[config.mk]
export PLATFORM = sky130hd
export DESIGN_NAME = shift_unit_pipe
export DESIGN_NICKNAME = d
export VERILOG_FILES = /design/src/rtl/shift_pkg.sv /design/src/rtl/barrel_shift_right.sv /design/src/rtl/shift_unit_pipe.sv
export SDC_FILE = /design/constraint.sdc
export NUM_CORES = 1
export LEC_CHECK = 0
export BUFFER_PORTS_ARGS = -buffer_cell sky130_fd_sc_hd__clkbuf_2
export CAP_MARGIN = 30
export CORE_ASPECT_RATIO = 0.9
export CORE_MARGIN = 2
export CORE_UTILIZATION = 51
export DETAILED_ROUTE_END_ITERATION = 10
export HOLD_SLACK_MARGIN = 0.02
export PLACE_DENSITY = 0.73
export SYNTH_ARGS = -nofsm -noshare
export SYNTH_HDL_FRONTEND = slang
export SYNTH_SLANG_ARGS = --single-unit
[constraint.sdc]
create_clock -name clk -period 3.4 [get_ports clk]
set_clock_uncertainty 0.1 [all_clocks]
set_input_delay 0.34 -clock clk [delete_from_list [all_inputs] [get_ports clk]]
set_output_delay 0.34 -clock clk [all_outputs]
set_load 0.01 [all_outputs]
[src/rtl/shift_pkg.sv]
// Shared types and sizes for the pipelined shift unit.
// Op 2'b11 is ROR only when SHIFT_ROTATE_EN is defined, otherwise it is reported as illegal.
package shift_pkg;
  localparam int SHIFT_N   = 32;
  localparam int SHIFT_SHW = 5;

  typedef enum logic [1:0] {
    SH_SLL = 2'b00,
    SH_SRL = 2'b01,
    SH_SRA = 2'b10,
    SH_ROR = 2'b11
  } shift_op_t;
endpackage

[src/rtl/barrel_shift_right.sv]
// Combinational logarithmic right shifter: one 2:1 mux rank per shift-amount bit.
// Vacated MSBs take fill_bit_i, so the same core serves SRL, SRA and reversed SLL.
module barrel_shift_right
  import shift_pkg::*;
#(
  parameter int N   = SHIFT_N,
  parameter int SHW = SHIFT_SHW
) (
  input  logic [N-1:0]   data_i,
  input  logic [SHW-1:0] shamt_i,
  input  logic           fill_bit_i,
  output logic [N-1:0]   data_o
);

  logic [N-1:0] stage [SHW+1];

  assign stage[0] = data_i;

  for (genvar s = 0; s < SHW; s++) begin : g_stage
    assign stage[s+1] = shamt_i[s] ? {{(2**s){fill_bit_i}}, stage[s][N-1:2**s]} : stage[s];
  end

  assign data_o = stage[SHW];

endmodule

[src/rtl/shift_unit_pipe.sv]
// Two-stage SLL/SRL/SRA shift unit with valid/ready on both sides; S1 holds operands, S2 the result.
// Build option SHIFT_ROTATE_EN turns op 2'b11 into ROR; without it that op yields data 0 and err 1.
module shift_unit_pipe
  import shift_pkg::*;
#(
  parameter int N   = SHIFT_N,
  parameter int SHW = $clog2(N)
) (
  input  logic           clk,
  input  logic           rst,
  input  logic           in_valid,
  output logic           in_ready,
  input  logic [N-1:0]   in_data,
  input  logic [SHW-1:0] in_shamt,
  input  logic [1:0]     in_op,
  output logic           out_valid,
  input  logic           out_ready,
  output logic [N-1:0]   out_data,
  output logic           out_err
);

  logic           s1_valid_q;
  logic [N-1:0]   s1_data_q;
  logic [SHW-1:0] s1_shamt_q;
  logic [1:0]     s1_op_q;
  logic           out_valid_q;
  logic [N-1:0]   out_data_q;
  logic           out_err_q;

  logic           s1_adv, s2_adv, in_fire;
  logic [N-1:0]   core_in, core_out, rev_data, rev_core;
  logic           core_fill;
  logic [N-1:0]   out_data_d;
  logic           out_err_d;
  shift_op_t      op_e;

  assign s2_adv   = !out_valid_q || out_ready;
  assign s1_adv   = s1_valid_q && s2_adv;
  assign in_ready = !s1_valid_q || s2_adv;
  assign in_fire  = in_valid && in_ready;

  // SLL reuses the right shifter by mirroring the operand and the result.
  for (genvar i = 0; i < N; i++) begin : g_rev
    assign rev_data[i] = s1_data_q[N-1-i];
    assign rev_core[i] = core_out[N-1-i];
  end

  assign op_e      = shift_op_t'(s1_op_q);
  assign core_in   = (op_e == SH_SLL) ? rev_data : s1_data_q;
  assign core_fill = (op_e == SH_SRA) && s1_data_q[N-1];

  barrel_shift_right #(.N(N), .SHW(SHW)) u_core (
    .data_i     (core_in),
    .shamt_i    (s1_shamt_q),
    .fill_bit_i (core_fill),
    .data_o     (core_out)
  );

`ifdef SHIFT_ROTATE_EN
  localparam logic [SHW:0] N_W = (SHW+1)'(N);
  logic [SHW:0] rot_amt;
  logic [N-1:0] rot_hi;

  // Bits wrapped around into the top; empty for a zero rotate.
  assign rot_amt = N_W - {1'b0, s1_shamt_q};
  assign rot_hi  = (s1_shamt_q == '0) ? '0 : (s1_data_q << rot_amt);
`endif

  always_comb begin
    out_data_d = '0;
    out_err_d  = 1'b0;
    unique case (op_e)
      SH_SLL:         out_data_d = rev_core;
      SH_SRL, SH_SRA: out_data_d = core_out;
      default: begin
`ifdef SHIFT_ROTATE_EN
        out_data_d = core_out | rot_hi;
`else
        out_err_d  = 1'b1;
`endif
      end
    endcase
  end

  always_ff @(posedge clk) begin
    if (rst) begin
      s1_valid_q  <= 1'b0;
      s1_data_q   <= '0;
      s1_shamt_q  <= '0;
      s1_op_q     <= '0;
      out_valid_q <= 1'b0;
      out_data_q  <= '0;
      out_err_q   <= 1'b0;
    end else begin
      if (in_fire) begin
        s1_valid_q <= 1'b1;
        s1_data_q  <= in_data;
        s1_shamt_q <= in_shamt;
        s1_op_q    <= in_op;
      end else if (s1_adv) begin
        s1_valid_q <= 1'b0;
      end

      if (s2_adv) begin
        out_valid_q <= s1_valid_q;
        if (s1_valid_q) begin
          out_data_q <= out_data_d;
          out_err_q  <= out_err_d;
        end
      end
    end
  end

  assign out_valid = out_valid_q;
  assign out_data  = out_data_q;
  assign out_err   = out_err_q;

endmodule

* Yosys cells after proc, flatten, opt, wreduce, memory -nomap -nowiden
Cells that the tools add are included.
Word-level totals: register bits 74, input bits 43
Operators by class: reduce and logical (&&, ||, !) cells 12, muxes and demuxes 10, equal/unequal tests 2
Operators by type and width (number):
- $mux 32 | 6
- $pmux 32 s2 | 1
- $logic_and 1x1->1 | 3
- $mux 1 | 3
- $reduce_or 3->1 | 1
- $eq 2x1->1 const B | 1
- $eq 2x2->1 const B | 1
- $logic_not 1->1 | 2
- $logic_not 2->1 | 1
- $logic_or 1x1->1 | 2
- $reduce_and 2->1 | 1
- $reduce_bool 2->1 | 1
- $reduce_or 2->1 | 1

* Logic depth before layout (Yosys ltp)
Gate-level depths: netlist of run 1.
depth in word-level cells 8, gate-level depth with buffers 12

* By module
A second synthesis of run 1 with hierarchy kept.
Unflattened totals: cells, all modules 565, area, all modules 5791.8 um2
Modules (own cells, without submodules):
- shift_unit_pipe | seq. area each 1481.4 um2, cells each 337, area each 3706.1 um2, instances 1
- barrel_shift_right | seq. area each 0.0 um2, cells each 228, area each 2085.8 um2, instances 1

* Least setup slack after synthesis of run 1
Ideal clock, no wire load.
path type reg-to-reg, from reg s1_op_q[0] (netlist: op_e[0]), to reg out_data_q[25] (netlist: out_data[25]), path slack 737 ps, arrival 2433 ps, cell stages (with the launch flop) 12, buffers on the path 3, cells stage by stage dfxtp_1 -> inv_1 -> ha_1 -> buf_6 -> buf_12 -> buf_12 -> mux2_4 -> mux4_2 -> mux2i_4 -> o32ai_1 -> a2111oi_2 -> o21ai_1
On the way: longest elaborated chain between the ends 8
Ends and longest elaborated chain:
- from (decl) | line shift_unit_pipe.sv:25 | logic [1:0] s1_op_q;
- from (signal assigned) | line shift_unit_pipe.sv:99 | s1_op_q <= in_op;
- $logic_not 2->1 or $eq 2x2->1 (tied branches) | line shift_unit_pipe.sv:49, shift_unit_pipe.sv:72, shift_unit_pipe.sv:50
- $mux 32 or $logic_and 1x1->1 (tied branches) | line shift_unit_pipe.sv:49, shift_unit_pipe.sv:50
- $mux 32 (5 in series) | line barrel_shift_right.sv:20 | assign stage[s+1] = shamt_i[s] ? {{(2**s){fill_bit_i}}, stage[s][N-1:2**s]} : stage[s];
- $pmux 32 s2 * | line shift_unit_pipe.sv:72 | unique case (op_e)
- to (signal assigned) | line shift_unit_pipe.sv:107 | out_data_q <= out_data_d;
- to (decl) | line shift_unit_pipe.sv:27 | logic [N-1:0] out_data_q;
Every way passes the cells marked *; elsewhere a longest branch is shown, timed or not. A chain may end at the register's enable or synchronous reset.

* Worst setup path in the final report of run 1
from reg s1_op_q[0] (netlist: op_e[0]), to reg out_data_q[19] (netlist: out_data[19])
The elaborated chain is that of the path after synthesis.

==> flow_summary_export.csv, run 1 <==
group,metric,value,unit
run_status,status,"complete, no violations",
setup_path,crit_slowest_cell,"ha_2",
power,leakagePower,2.59,nW
timing,tightest_slew,646,ps
placement,hpwl,16200,um
setup_path,crit_chain,"inv_1 -> ha_2 -> mux4_1 -> mux2_2 -> o21ai_0 -> nor2_1 -> or4_1",
logic_synthesis,synth_compound_area_share,22.9,%
logic_synthesis,synth_xor_area_share,0,%
final_layout,final_cell_area,6730,sq um
global_route,grt.total_usage,35.6,%
floorplan,die_h,105,um
power,total_power,2.67,mW
cts,numCtsBuffers,9,
timing,finalWorstSetupSlack,243,ps
logic_synthesis,syn_area_per_cell,8.46,sq um
logic_synthesis,yosys.area_share.simple,16.7,%
final_layout,finalNonFillerCells,919,
route,vias,5965,
placement,gp_congestion,1.01,
floorplan,die_area,12300,sq um
logic_synthesis,synth_seq_cells,74,
cts,postCtsSetupBuffers,0,
final_layout,drive_gt1_share,26.7,%
setup_path,start_kind,"flop",
route,route.detailed.drc,0,
route,viasPerCell,6.49,
logic_synthesis,synth-edff-count,0,
power,power_density,397,nW/um^2
cts,clock-sinks,74,
timing,fin_crit,3160,ps
final_layout,fin_nets,806,
logic_synthesis,syn_area,5830,sq um
global_route,grt_antenna_before_repair,0,
logic_synthesis,syn_inst,689,
cts,clockBufferDepth,2,
timing,rsz0062_at_grt,"false",
floorplan,io_pins,78,
logic_synthesis,async_flop_share,0,%
setup_path,crit_family,"multiplexers",
cts,cts.clk_slew.worst_paths,60,ps
job,cap_violations,0,
floorplan,rows,37,
timing,fin_crit_sh,92.9,%
timing,fin_setup_tns,0,ps
placement,portBuffers,77,
timing,fmax,317,MHz
route,wirelength,20800,um
cts,cts-root-buf,"clkbuf_16",
global_route,first_global_vias,5760,
logic_synthesis,yosysWarnings,0,
logic_synthesis,synth_cell_type_count,62,
floorplan,start_util,51.6,%
power,ir_drop,0.000320,V
timing,drv_slew,0,
route,first_pass_iters,7,
setup_path,worst-path-buf-inv,1,
logic_synthesis,ys_seq_area_share,25.4,%
hold_path,hp-class,"in2reg",
timing,slew_headroom,56.9,%
setup_path,end_kind,"flop",
global_route,grt_max_degree,40,
setup_path,cp_data_arrival_time,3270,ps
floorplan,dieWidth,117,um
logic_synthesis,synth_top_family_by_area,"multiplexers",
logic_synthesis,synth_area_leader_cell,"dfxtp_1",
timing,hold_viol,0,
global_route,grt_remaining_overflow,0,
cts,cts_tree,"done",
floorplan,coreArea,11300,sq um
route,final_antenna_net_count,0,
setup_path,worst_ep_required_time,3520,ps
logic_synthesis,ys_dominant_reg_cell,"dfxtp_1",
placement,dpl_cell_area,6450,sq um
placement,place_ws,266,ps
cts,worstSkewPairLatency,350,ps
setup_path,critPathMaxFanout,26,
cts,hold_buffers,0,
placement,placed_cells,903,
route,drt_iter0_markers,808,
cts,htree_num_levels,3,
logic_synthesis,muxShareOfSynthArea,28.4,%
cts,cts_resized,0,
logic_synthesis,synthAdderAreaFrac,1.07,%
logic_synthesis,syn_nets,737,
timing,finalSetupViolCount,0,
global_route,grt_pass1_wl,33100,um
final_layout,syn_to_final_growth,15.5,%
logic_synthesis,netlist.area_leader.share,25.4,%
setup_path,worst_path_largest_cell_delay,620,ps
final_layout,num_antenna_cells,0,
logic_synthesis,synth.area.top_cells,"dfxtp_1 25%, mux4_2 14%, nand2_1 9.0%",
route,post_drt_wl_per_cell,22.7,um
setup_path,worstSetupPathType,"reg2reg",
[layout make-up]
cell class / count / area, sq um
fillers: 1049 / 4570
multi-input cells: 548 / 4030
flip-flops and latches: 74 / 1480
repair buffers: 114 / 696
clock buffers: 9 / 225
well taps: 156 / 195
clock inverters: 7 / 58.8
inverters: 11 / 41.3
[power breakdown]
part / internal [mW] / leakage [nW] / switching (mW)
Clock: 0.506 / 0.133 / 0.424
Sequential: 0.913 / 0.606 / 0.0650
Combinational: 0.316 / 1.85 / 0.445
Total: 1.74 / 2.59 / 0.934
[stage by stage]
stage / hold slack [ps] / utilization, %
2_1_floorplan: 348 / -
3_3_place_gp: 349 / 56.8
6_report: 105 / 59.6
3_5_place_dp: 352 / 57.1
4_1_cts: 96.2 / 59.6
5_1_grt: 109 / 59.6
[cells in the mapped netlist, types with 8 or more instances]
| master | count |
|---|---|
| a21oi_1 | 65 |
| a221oi_1 | 10 |
| a22oi_1 | 10 |
| a31oi_1 | 14 |
| buf_2 | 19 |
| clkbuf_1 | 31 |
| dfxtp_1 | 74 |
| inv_1 | 10 |
| mux2_2 | 28 |
| mux2i_1 | 43 |
| mux4_2 | 35 |
| nand2_1 | 140 |
| nand2b_1 | 9 |
| nand3_1 | 8 |
| nor2_1 | 43 |
| o211ai_1 | 15 |
| o21ai_0 | 21 |
| o221ai_1 | 10 |
| o31ai_1 | 8 |
[sequential cells by signal, summed over array words and instances (netlist names)]
signal	count
out_err	1
out_data	32
op_e	2
out_valid	1
s1_data_q	32
s1_valid_q	1
s1_shamt_q	5
[layer usage]
| layer | part of all wire [%] | up-vias | track usage (%) |
|---|---|---|---|
| li1 | - | 2736 | - |
| met1 | 44 | 2871 | 51.6 |
| met2 | 44 | 321 | 51.6 |
| met3 | 9.8 | 37 | 9.78 |
| met4 | 2.5 | 0 | 11.0 |
| met5 | 0 | - | 0 |
[kinds of logic after synthesis]
kind of cell    after synthesis
fa+ha+maj                     5
buf+inv                      67
mux                         113
flops                        74
simple gates                230
compound gates              200
[final timing paths]
kind | from | endpoint | slack (ps) | cells after the start
worst max register to register | op_e[0] | out_data[19] | 240 | 7
worst min-delay path | in_data[4] | s1_data_q[4] | 110 | 3
worst min register to register | out_err | out_err | 370 | 2
worst max-delay path | op_e[0] | out_data[19] | 240 | 7
[worst min-delay path: stages]
cell	delay, ps
clkbuf_2	80
nand2_1	40
a21oi_1	50
[layout by cell type, fill, tap and decap left out, types with 3 or more instances in the layout]
master and count:
a211oi_1 4, a21oi_1 65, a221oi_1 10, a222oi_1 3, a22oi_1 10, a2bb2oi_1 4
a31oi_1 14, and2_1 5, buf_4 35, clkbuf_16 9, clkbuf_2 77, dfxtp_1 73
ha_1 4, inv_1 10, inv_6 4, mux2_2 28, mux2i_1 43, mux4_2 35
nand2_1 140, nand2b_1 9, nand3_1 8, nor2_1 43, nor2b_1 6, nor3_1 6
o2111ai_1 3, o211ai_1 15, o21a_1 6, o21ai_0 21, o221ai_1 10, o22ai_1 7
o31ai_1 8, or2_2 4
No activity file was read; power rests on OpenSTA's default activity.
==> run 2: changes to the inputs <==
--- a/config.mk
+++ b/config.mk
@@ -9,5 +9,5 @@
 export CAP_MARGIN = 30
 export CORE_ASPECT_RATIO = 0.9
-export CORE_MARGIN = 2
+export CORE_MARGIN = 1
 export CORE_UTILIZATION = 51
 export DETAILED_ROUTE_END_ITERATION = 10
==> constraint.sdc (replaced) <==
create_clock -name clk -period 3.4 [get_ports clk]
set_clock_uncertainty 0.1 [all_clocks]
set_input_delay 0.34 -clock clk [delete_from_list [all_inputs] [get_ports clk]]
set_output_delay 0.34 -clock clk [all_outputs]
set_load 0.005 [all_outputs]
==> run 2 against run 1 <==
Compared with the run above:
- die area is 3.6% lower
- global-route usage is 1.1 points higher
- clock-buffer cell count stayed put
- critical path depth is 3 higher
- critical path type unchanged
- largest cell class unchanged
==> flow_summary_export.csv, run 2 (same netlist as run 1, synthesis figures left out) <==
group,metric,value,unit
run_status,status,"complete, no violations",
global_route,grt_remaining_overflow,0,
placement,gp_congestion,0.965,
setup_path,worst_path_largest_cell_delay,530,ps
setup_path,worstSetupPathType,"reg2reg",
cts,postCtsSetupBuffers,0,
cts,cts-root-buf,"clkbuf_16",
route,vias,6038,
global_route,first_global_vias,5680,
timing,rsz0062_at_grt,"false",
hold_path,hp-class,"in2reg",
floorplan,die_area,11900,sq um
setup_path,critPathMaxFanout,18,
route,first_pass_iters,5,
placement,place_ws,314,ps
timing,fin_setup_tns,0,ps
power,sequentialPowerShare,36.3,%
timing,finalSetupViolCount,0,
cts,clockBufferDepth,2,
setup_path,worst-path-buf-inv,3,
timing,fmax,306,MHz
route,drt_iter0_markers,661,
final_layout,fill_cells,1002,
cts,cts.clk_slew.worst_paths,70,ps
global_route,grt_max_degree,40,
power,clkPwrFrac,35.8,%
timing,finalWorstSetupSlack,134,ps
setup_path,worst_ep_required_time,3530,ps
route,final_antenna_net_count,0,
cts,htree_num_levels,3,
cts,hold_buffers,0,
floorplan,dieWidth,115,um
power,ir_drop,0.000361,V
power,p_int,1.74,mW
setup_path,cp_common_cell,"buf_4",
setup_path,start_kind,"flop",
placement,dpl_cell_area,6400,sq um
job,cap_violations,0,
route,viasPerCell,6.61,
power,swShare,35.5,%
placement,hpwl,16100,um
global_route,grt_antenna_before_repair,0,
route,route.detailed.drc,0,
floorplan,coreArea,11000,sq um
floorplan,die_h,103,um
cts,numCtsBuffers,9,
timing,tightest_slew,749,ps
cts,cts_resized,0,
route,wirelength,20700,um
final_layout,num_antenna_cells,0,
setup_path,end_kind,"flop",
timing,slew_headroom,50.1,%
cts,cts_tree,"done",
timing,fin_crit,3270,ps
power,combPwrFrac,27.9,%
timing,drv_slew,0,
cts,clock-sinks,74,
power,power_density,403,nW/um^2
setup_path,cp_data_arrival_time,3400,ps
setup_path,crit_chain,"inv_1 -> ha_2 -> buf_4 -> mux4_2 -> mux2i_1 -> a2bb2oi_1 -> o311ai_0 -> buf_4 -> a22oi_1 -> o21ai_0",
final_layout,mostFrequentLayoutCells,"140 x nand2_1, 77 x clkbuf_2, 73 x dfxtp_1",
floorplan,io_pins,78,
setup_path,crit_family,"compound AO/OA/AOI/OAI gates",
global_route,grt.total_usage,36.8,%
setup_path,crit_slowest_cell,"ha_2",
cts,worstSkewPairLatency,350,ps
timing,fin_crit_sh,96.1,%
placement,portBuffers,77,
floorplan,start_util,53.0,%
final_layout,syn_to_final_growth,14.9,%
route,post_drt_wl_per_cell,22.7,um
global_route,grt_pass1_wl,32400,um
final_layout,final_cell_area,6700,sq um
power,p_sw,0.958,mW
final_layout,drive_gt1_share,26.6,%
floorplan,rows,36,
final_layout,final_common_cell,"nand2_1",
timing,hold_viol,0,
final_layout,fin_nets,805,
power,leakagePower,2.58,nW
run 2: cell count changes in the layout (fill, tap and decap cells not counted), sizes merged:
cell	delta
buf	-1
inv	+1
clkinvlp	-2
clkinv	+1
run 2: through the flow:
stage	utilization (%)	power, mW	hold slack (ps)	instances
2_1_floorplan	-	1.48	348	689
3_3_place_gp	58.2	1.71	358	898
3_5_place_dp	58.2	1.72	369	898
4_1_cts	60.9	2.68	94.6	914
5_1_grt	60.9	2.79	103	914
6_report	60.9	2.70	97.8	914
run 2: worst paths after layout:
path	slack, ps	endpoint	startpoint	depth (start not counted)
worst max-delay path	130	out_data[20]	op_e[0]	10
worst min-delay path	100	s1_shamt_q[0]	in_shamt[0]	3
worst max register to register	130	out_data[20]	op_e[0]	10
worst min register to register	380	out_err	out_err	2
run 2: routing by layer:
layer	part of all wire [%]	up-vias	GRT usage [%]
met5	0	-	0
met4	2.1	0	11.3
met3	13	51	11.7
met2	44	391	57.6
met1	41	2866	48.7
li1	-	2730	-
run 2: cell type report:
class	instances	area [sq um]	area share, %
clock buffer	9	225	3.36
inverter	11	41.3	0.617
clock inverter	7	68.8	1.03
sequential	74	1480	22.1
multi-input combinational	548	4030	60.2
tap	152	190	2.84
timing repair buffer	113	656	9.79
run 2: worst reg2reg max path, delay by kind of cell, from the launching register on:
kind                       cells  cell delay [ps]
AOI/OAI and AO/OA              4              950
muxes                          2              630
DFF                            1              340
adders and majority gates      1              530
buffers and inverters          3              600
run 2: power by group through the flow:
stage / Clock [mW] / Combinational (mW) / Sequential (mW)
2_1_floorplan: 0 / 0.510 / 0.967
5_1_grt: 1.00 / 0.801 / 0.987
3_5_place_dp: 0 / 0.726 / 0.997
4_1_cts: 0.969 / 0.728 / 0.978
6_report: 0.965 / 0.754 / 0.980
3_3_place_gp: 0 / 0.719 / 0.994
